[src/rtl/dav_rfd_averager.sv]
`default_nettype none
// ============================================================================
// dav_rfd_averager : mean of 2^LOG2N dav_/rfd samples, offered downstream.  Rev 1.0
// ============================================================================
module dav_rfd_averager #(
  parameter int LOG2N = 2
) (
  input  logic       clock,
  input  logic       reset,
  input  logic       dav_,
  output logic       rfd,
  input  logic [7:0] x,
  output logic [7:0] avg,
  output logic       dav_out_,
  input  logic       rfd_out
);

  localparam int ACC_W = 8 + LOG2N;
  localparam int CNT_W = LOG2N + 1;
  localparam logic [CNT_W-1:0] N_CNT = CNT_W'(1 << LOG2N);

  typedef enum logic [1:0] {
    R0 = 2'd0,
    R1 = 2'd1,
    O0 = 2'd2,
    O1 = 2'd3
  } state_t;

  state_t           state, state_nx;
  logic [ACC_W-1:0] acc, acc_nx;
  logic [CNT_W-1:0] cnt, cnt_nx;
  logic             rfd_nx;
  logic             dav_out_nx;
  logic [7:0]       avg_nx;

  always_ff @(posedge clock or posedge reset) begin
    if (reset) begin
      state    <= R0;
      acc      <= '0;
      cnt      <= '0;
      rfd      <= 1'b1;
      dav_out_ <= 1'b1;
      avg      <= 8'd0;
    end else begin
      state    <= state_nx;
      acc      <= acc_nx;
      cnt      <= cnt_nx;
      rfd      <= rfd_nx;
      dav_out_ <= dav_out_nx;
      avg      <= avg_nx;
    end
  end

  always_comb begin
    state_nx   = state;
    acc_nx     = acc;
    cnt_nx     = cnt;
    rfd_nx     = rfd;
    dav_out_nx = dav_out_;
    avg_nx     = avg;
    case (state)
      R0: begin
        if (!dav_) begin
          acc_nx   = acc + ACC_W'(x);
          cnt_nx   = cnt + CNT_W'(1);
          rfd_nx   = 1'b0;
          state_nx = R1;
        end
      end
      R1: begin
        // The window closes only once the producer has released dav_.
        if (dav_) begin
          if (cnt == N_CNT) begin
            avg_nx     = acc[LOG2N +: 8];
            dav_out_nx = 1'b0;
            state_nx   = O0;
          end else begin
            rfd_nx   = 1'b1;
            state_nx = R0;
          end
        end
      end
      O0: begin
        if (!rfd_out) begin
          dav_out_nx = 1'b1;
          state_nx   = O1;
        end
      end
      O1: begin
        if (rfd_out) begin
          acc_nx   = '0;
          cnt_nx   = '0;
          rfd_nx   = 1'b1;
          state_nx = R0;
        end
      end
      default: state_nx = R0;
    endcase
  end

endmodule
`default_nettype wire

[config.mk]
export PLATFORM = sky130hd
export DESIGN_NAME = dav_rfd_averager
export DESIGN_NICKNAME = d
export VERILOG_FILES = /design/src/rtl/dav_rfd_averager.sv
export SDC_FILE = /design/constraint.sdc
export NUM_CORES = 1
export LEC_CHECK = 0
export BUFFER_PORTS_ARGS = -buffer_cell sky130_fd_sc_hd__buf_4
export CAP_MARGIN = 20
export CORE_ASPECT_RATIO = 1.2
export CORE_MARGIN = 5
export CORE_UTILIZATION = 45
export DETAILED_ROUTE_END_ITERATION = 10
export HOLD_SLACK_MARGIN = 0.02
export PLACE_DENSITY_LB_ADDON = 0.3
export SLEW_MARGIN = 20
export SYNTH_ARGS = -nofsm -noshare
export SYNTH_HDL_FRONTEND = slang
export SYNTH_SLANG_ARGS = --single-unit
[constraint.sdc]
create_clock -name clock -period 1.7 [get_ports clock]
set_input_delay 0.255 -clock clock [delete_from_list [all_inputs] [get_ports clock]]
set_output_delay 0.255 -clock clock [all_outputs]
set_load 0.03 [all_outputs]
---- Yosys cells after proc, flatten, opt, wreduce, memory -nomap -nowiden ----
Index checks and enable logic that the tools add are counted.
storage, ports and cells
  bits in registers ....................... 25
  input port bits ......................... 12
  output and inout bits ................... 10
  word-level logic and storage cells ...... 48
cells by class
  $add $sub $neg .......................... 2
  eq/ne operators ......................... 10
  mux-type cells .......................... 21
  reduce and logical (&&, ||, !) cells .... 9
operator list
  operator             count
  $mux 10              2
  $pmux 10 s2          1
  $ne 2x2->1 const B   6
  $add 10x8->10        1
  $mux 2               5
  $pmux 2 s4           1
  $reduce_and 4->1     2
  $mux 1               7
  $mux 3               2
  $pmux 3 s2           1
  $reduce_and 3->1     2
  $reduce_and 5->1     1
  $eq 2x2->1 const B   2
  $reduce_bool 2->1    2
  $add 3x1->3 const B  1
  $eq 3x3->1 const B   1
  $pmux 1 s3           1
  $reduce_bool 3->1    1
  $eq 2x1->1 const B   1
  $logic_not 2->1      1
  $pmux 1 s2           1

---- Logic depth before layout (Yosys ltp) ----
Gate-level depths: netlist of the first run.
  word-level depth ........................ 4
  mapped depth ............................ 8
  mapped depth without buffers ............ 8

---- Worst setup path before layout of the first run ----
Ideal clock, no wire load.
  kind .................................... reg-to-reg
  start point ............................. reg acc[0]
  end point ............................... reg acc[6]
  data arrival time ....................... 1.680 ns
  data required time ...................... 1.578 ns
  path slack .............................. -0.101 ns
  cell stages (with the launch flop) ...... 9
  buffers on the path ..................... 0
  period minus slack after synthesis ...... 1.801 ns
  cell sequence ........................... dfrtp_1 -> ha_1 -> inv_1 -> fa_1 -> nand2b_1 -> a21oi_1 -> o21a_1 -> or3_1 -> a32o_1
between the ends
  longest elaborated chain between the ends .. 3
RTL lines
  what                    line  text
  start, declared         30    logic [ACC_W-1:0] acc, acc_nx;
  start signal, assigned  46    acc <= acc_nx;
  $add 10x8->10           64    acc_nx = acc + ACC_W'(x);
  $mux 10                 63    if (!dav_) begin
  $pmux 10 s2             61    case (state)
No other way between the ends. The select of a mux whose other input is x is not followed.
A chain may end at the register's enable or synchronous reset.

---- Final worst setup path of the first run ----
Ends and elaborated chain as after synthesis.

==> results of run 1 <==
-- cell type report --
cell class | instances | area [um^2] | share of cell area (%)
multi-input cells | 90 | 750.7 | 42.08
flip-flops and latches | 25 | 628.1 | 35.20
repair buffers | 39 | 295.3 | 16.55
well taps | 36 | 45.04 | 2.525
inverters | 9 | 33.78 | 1.893
clock buffers | 3 | 22.52 | 1.262
clock inverters | 1 | 8.758 | 0.4909
-- kinds of logic (layout without fill, tap and decap cells) --
kind of cell | count (synthesis) | in the layout | share of synthesized area [%]
compound gates | 29 | 29 | 15.10
buf+inv | 12 | 52 | 4.582
simple gates | 35 | 35 | 13.66
fa+ha+maj | 11 | 11 | 10.42
flops | 25 | 25 | 45.10
xor+xnor | 4 | 4 | 2.516
mux | 11 | 11 | 8.626
-- layer usage --
layer / vias up / share of wire [%]
met4: 0 / 1.6
met3: 4 / 2.5
li1: 522 / -
met1: 527 / 45
met2: 17 / 51
met5: - / 0
-- report_power, final --
part           switching [mW]  internal, mW  total [mW]
Sequential              0.206         0.875        1.08
Combinational           0.873         0.898        1.77
Clock                   0.191        0.0958       0.287
-- layout by cell type, fill, tap and decap left out, drive strengths merged, types with 2 or more instances in the layout --
| cell type | instances |
|---|---|
| a21oi | 7 |
| dfrtp | 23 |
| ha | 10 |
| mux2i | 3 |
| buf | 38 |
| mux2 | 8 |
| xnor2 | 2 |
| xor2 | 2 |
| o31ai | 2 |
| a22o | 3 |
| nand2 | 13 |
| a32o | 2 |
| nor2 | 3 |
| o21ai | 9 |
| and3 | 2 |
| or2 | 2 |
| inv | 10 |
| and2 | 3 |
| nand3 | 2 |
| nand2b | 4 |
| nor2b | 2 |
| or3 | 2 |
| clkbuf | 3 |
| dfstp | 2 |
-- sequential cells by signal, indices dropped and copies added, names as in the netlist, named ones only --
| register | cells |
|---|---|
| acc | 10 |
| rfd | 1 |
| state | 1 |
| cnt | 3 |
| avg | 8 |
| dav_out_ | 1 |
-- worst max-delay path by stage --
stage	startpoint	endpoint	slack, ns
2_1_floorplan	acc[0]	acc[6]	-0.08
4_1_cts	acc[0]	acc[6]	-0.18
5_1_grt	acc[0]	acc[6]	-0.24
3_3_place_gp	acc[1]	acc[5]	-0.13
3_5_place_dp	x[0]	acc[6]	-0.18
6_report	acc[0]	acc[6]	-0.18
-- through the flow --
stage               power [mW]  TNS (ns)
floorplan                2.202  -0.08486
global placement         2.694   -0.5063
detailed placement       2.755   -0.6721
CTS                      3.148   -0.6415
global route             3.389    -1.103
finish                   3.139   -0.6732
-- worst reg2reg max path: cells and delay by family (launching register included) --
kind	cells	cell delay [ns]
flops	1	0.42
compound gates	3	0.50
fa+ha+maj	2	0.39
simple gates	2	0.44
buf+inv	1	0.05
-- timing repair --
item	4_1_cts	5_1_grt
gates resized for setup	8	0
buffers inserted	4	1
hold buffers	1	0
setup endpoints to repair	8	6
endpoints found under the hold margin	9	0
pin swaps	5	3
==> impl_metrics.toml, run 1 <==
[run_status]
status = "finished with violations"
violations = "negative setup slack"

[power]
ir_drop_uv = 929.4
p_leak_nw = 0.8661
power.density_nw_per_um2 = 1759

[synth]
yosysWarnings = 0
netlist.area_leader.share_pct = 41.33
yosysMostFrequentCell = "dfrtp_1"
syn_avg_cell_area_um2 = 10.97
async_reset_ff_share_pct = 100.0
syn-num-nets = 150
synth-main-ff-cell = "dfrtp_1"
synth-edff-count = 0
yosysUniqueCellTypes = 38
synthTopCellsByArea = "dfrtp_1, ha_1, mux2_2"
yosys-top-cells-count = "dfrtp_1, nand2_1, ha_1"
synth_area_um2 = 1393
netlist_instances = 127
ys_ff_latch = 25
yosysTopAreaCell = "dfrtp_1"
seq_area_frac_synth_pct = 45.10

[die]
core_area_um2 = 3028
io_pins = 22
dieWidth_um = 60.78
rows = 22
fp.dieH_um = 70.94
die_area_um2 = 4312
start_util_pct = 45.99

[place]
post_dp_cell_area_um2 = 1680
dp_slack_ns = -0.1754
hpwl_um = 2105
portBuffers = 21
dp_cells = 193
place.gp.congestion = 0.8454

[cells_and_area]
drive_gt1_share_pct = 40.12
fill_cells = 266
post-route-util_pct = 58.93
area_growth_pct = 28.12
fin_cells = 203
diodes = 0
stdcell_area_um2 = 1784
fin_nets = 191

[critical_path]
cp.required_ns = 1.94
r2r_start = "acc[0]"
cp.arrival_ns = 2.12
cp_max_fo = 3
end_kind = "flip-flop"
r2r-end = "acc[6]"
cp-start-kind = "flip-flop"
reg2regPathDepth = 8
slowest_delay_ns = 0.42
path_buf_inv = 1
cp_num_cells = 8
critPathKind = "reg -> reg"
crit_chain = "ha_2 > inv_2 > fa_2 > nand2b_4 > a21oi_2 > o21a_1 > or3_1 > a32o_1"
cp_top_family = "compound AO/OA/AOI/OAI gates"
critPathSlowestCell = "dfrtp_1"
reg2reg_slack_ns = -0.18

[routing]
wl_per_cell_um = 13.46
vias_per_cell = 5.271
vias = 1070
routed_wirelength_um = 2733
drtAntennaViolNets = 0
post-route-drc-count = 0
dr.pass1.iters = 4
drt_iter0_drc = 25

[sta]
setup_viol = 5
period_needed_ns = 1.878
clock.fmax_mhz = 532.5
slew-limit-headroom_pct = 68.58
skew_ns = 0.01524
holdWs_ns = 0.07939
worstMarginPinSlew_ns = 0.4708
rsz0062_at_grt = "true"
hold_viol = 0
setup_ws_ns = -0.1781
finalCritPeriodShare_pct = 110.5
slew_viol_final = 0

[cts]
clock-sinks = 25
insertion_delay_ns = 0.33
numCtsBuffers = 3
cts_root_buf = "clkbuf_4"
path_clk_slew_ns = 0.15
cts_tree = "built"
cts-htree-levels = 1
clock_path_buffers = 2

[min_path]
hold_end = "dav_out_"
worstHoldStart = "rfd_out"
min_path_type = "in -> reg"
hold-path-cell-count = 2

[global_routing]
grt_util_met2_pct = 23.90
grt_overflow = 0
antenna_found_initial = 0
grt_use_total_pct = 14.06
grt_pass1_wl_um = 4754
grt.busiest_layer = "met2"
met3_usage_pct = 1.277
grt_pass1_vias = 1110
met1_usage_pct = 17.69
grt_max_degree = 17

[run]
max-cap-violations = 0
Power figures use the tool's default switching activity.
==> run 2, diff against run 1 <==
--- a/config.mk
+++ b/config.mk
@@ -6,5 +6,4 @@
 export NUM_CORES = 1
 export LEC_CHECK = 0
-export BUFFER_PORTS_ARGS = -buffer_cell sky130_fd_sc_hd__buf_4
 export CAP_MARGIN = 20
 export CORE_ASPECT_RATIO = 1.2
@@ -12,4 +11,5 @@
 export CORE_UTILIZATION = 45
 export DETAILED_ROUTE_END_ITERATION = 10
+export DONT_BUFFER_PORTS = 1
 export HOLD_SLACK_MARGIN = 0.02
 export PLACE_DENSITY_LB_ADDON = 0.3
==> constraint.sdc (replaced) <==
create_clock -name clock -period 1.7 [get_ports clock]
set_input_delay 0.17 -clock clock [delete_from_list [all_inputs] [get_ports clock]]
set_output_delay 0.17 -clock clock [all_outputs]
set_load 0.03 [all_outputs]
==> run 2 against run 1 <==
  * The flow still finishes with violations (negative setup slack)
  * Die area did not move
  * Clock power decreased by 5%
  * Routed wire length rose by 7.1%
  * Core utilization down 4.0 points
  * Via count decreased by 4.5%
  * First-iteration DRC count up 52%
  * Sequential share of layout area rose by 2.5 points
  * Setup slack worse by 0.045 ns
  * Worst hold slack better by 0.0055 ns
  * Critical endpoint unchanged
  * Largest power group unchanged
==> impl_metrics.toml, run 2 (synthesis gave the netlist of run 1 again) <==
[cts]
cts-htree-levels = 1
insertion_delay_ns = 0.32
cts_root_buf = "clkbuf_4"
clock-sinks = 25
clock_path_buffers = 2
cts_tree = "built"
numCtsBuffers = 3
path_clk_slew_ns = 0.13

[critical_path]
r2r-end = "acc[6]"
cp-start-kind = "flip-flop"
critPathKind = "reg -> reg"
cp.arrival_ns = 2.15
cp_max_fo = 3
end_kind = "flip-flop"
cp.required_ns = 1.93
r2r_start = "acc[0]"
reg2regPathDepth = 8
reg2reg_slack_ns = -0.22

[power]
power.total_mw = 3.023
ir_drop_uv = 862.6
p_leak_nw = 0.7614
power.density_nw_per_um2 = 1816

[die]
rows = 22
die_area_um2 = 4312
core_area_um2 = 3028
start_util_pct = 45.99
fp.dieH_um = 70.94
io_pins = 22
dieWidth_um = 60.78

[routing]
post-route-drc-count = 0
drt_iter0_drc = 38
wl_per_cell_um = 15.99
dr.pass1.iters = 4
drtAntennaViolNets = 0
routed_wirelength_um = 2927
vias_per_cell = 5.585
vias = 1022

[sta]
setup_viol = 5
rsz0062_at_grt = "true"
hold_viol = 0
fin_setup_tns_ns = -0.6500
skew_ns = 0.002450
clock.fmax_mhz = 519.9
holdWs_ns = 0.08485
period_needed_ns = 1.923
slew-limit-headroom_pct = 68.85
slew_viol_final = 0
finalCritPeriodShare_pct = 113.1
worstMarginPinSlew_ns = 0.4667
setup_ws_ns = -0.2234

[run_status]
status = "finished with violations"
violations = "negative setup slack"

[cells_and_area]
drive_gt1_share_pct = 31.29
regMostFlops = "acc"
largestRegisters = "acc (10), avg (8), cnt (3)"
largest_reg_flops = 10
fin_cells = 183
layout_common_cells = "dfrtp_1, buf_4, nand2_1"
fin_nets = 171
diodes = 0
layout_commonest_cell = "dfrtp_1"
area_growth_pct = 19.50
post-route-util_pct = 54.96
stdcell_area_um2 = 1664

[place]
hpwl_um = 2166
place.gp.congestion = 0.9184
post_dp_cell_area_um2 = 1538
portBuffers = 0
dp_cells = 174
dp_slack_ns = -0.2022

[global_routing]
grt_pass1_vias = 1044
grt_use_total_pct = 14.44
grt_max_degree = 15
grt_overflow = 0
antenna_found_initial = 0
grt_pass1_wl_um = 4698

[min_path]
worstHoldStart = "dav_"
hold_end = "acc[5]"
min_path_type = "in -> reg"
hold-path-cell-count = 2

[run]
max-cap-violations = 0
-- run 2: changes by cell type in the layout (fill, tap and decap cells not counted), sizes merged --
cell	previous run	this run
clkbuf	3	4
dlygate4sd3	1	3
buf	38	16
inv	10	9
-- run 2: how the worst max path moves through the flow --
| stage | start | depth (start not counted) | end | slack, ns |
|---|---|---|---|---|
| finish | acc[0] | 8 | acc[6] | -0.22 |
| global route | acc[0] | 8 | acc[6] | -0.29 |
| CTS | acc[0] | 8 | acc[6] | -0.19 |
| detailed placement | acc[0] | 8 | acc[6] | -0.20 |
| global placement | acc[0] | 8 | acc[6] | -0.12 |
| floorplan | acc[0] | 8 | acc[6] | -0.08 |
-- run 2: repair_timing --
| action | in CTS | in global routing |
|---|---|---|
| resized for setup | 9 | 3 |
| pin swaps | 5 | 6 |
| setup endpoints to repair | 5 | 14 |
| endpoints found under the hold margin | 13 | 0 |
| gates cloned | 0 | 0 |
| hold buffers | 3 | 0 |
| buffers inserted | 2 | 0 |
-- run 2: area by class of cell --
class,instances,area (um^2)
flip-flops and latches,25,628.1
repair buffers,19,150.1
well taps,36,45.04
clock buffers,4,26.28
multi-input cells,90,780.7
inverters,9,33.78
fillers,280,1364
-- run 2: metal layers --
layer	vias to the layer above	routed length, um	track usage (%)
met5	-	0	0
met4	0	93	8.193
met3	7	76	1.460
met2	18	1557	24.02
met1	509	1199	17.61
li1	488	-	-
-- run 2: worst max-delay path: stages, from the launching register on --
cell and delay, ns:
dfrtp_1 0.41, ha_2 0.19, inv_2 0.06, fa_2 0.20, nand2b_4 0.14, a21oi_4 0.05, o21a_1 0.21, or3_1 0.31
a32o_1 0.25
-- run 2: report_power, final --
group / total (mW) / internal (mW) / switching [mW]
clock network: 0.273 / 0.0921 / 0.181
registers: 1.32 / 0.876 / 0.439
logic: 1.43 / 0.788 / 0.646
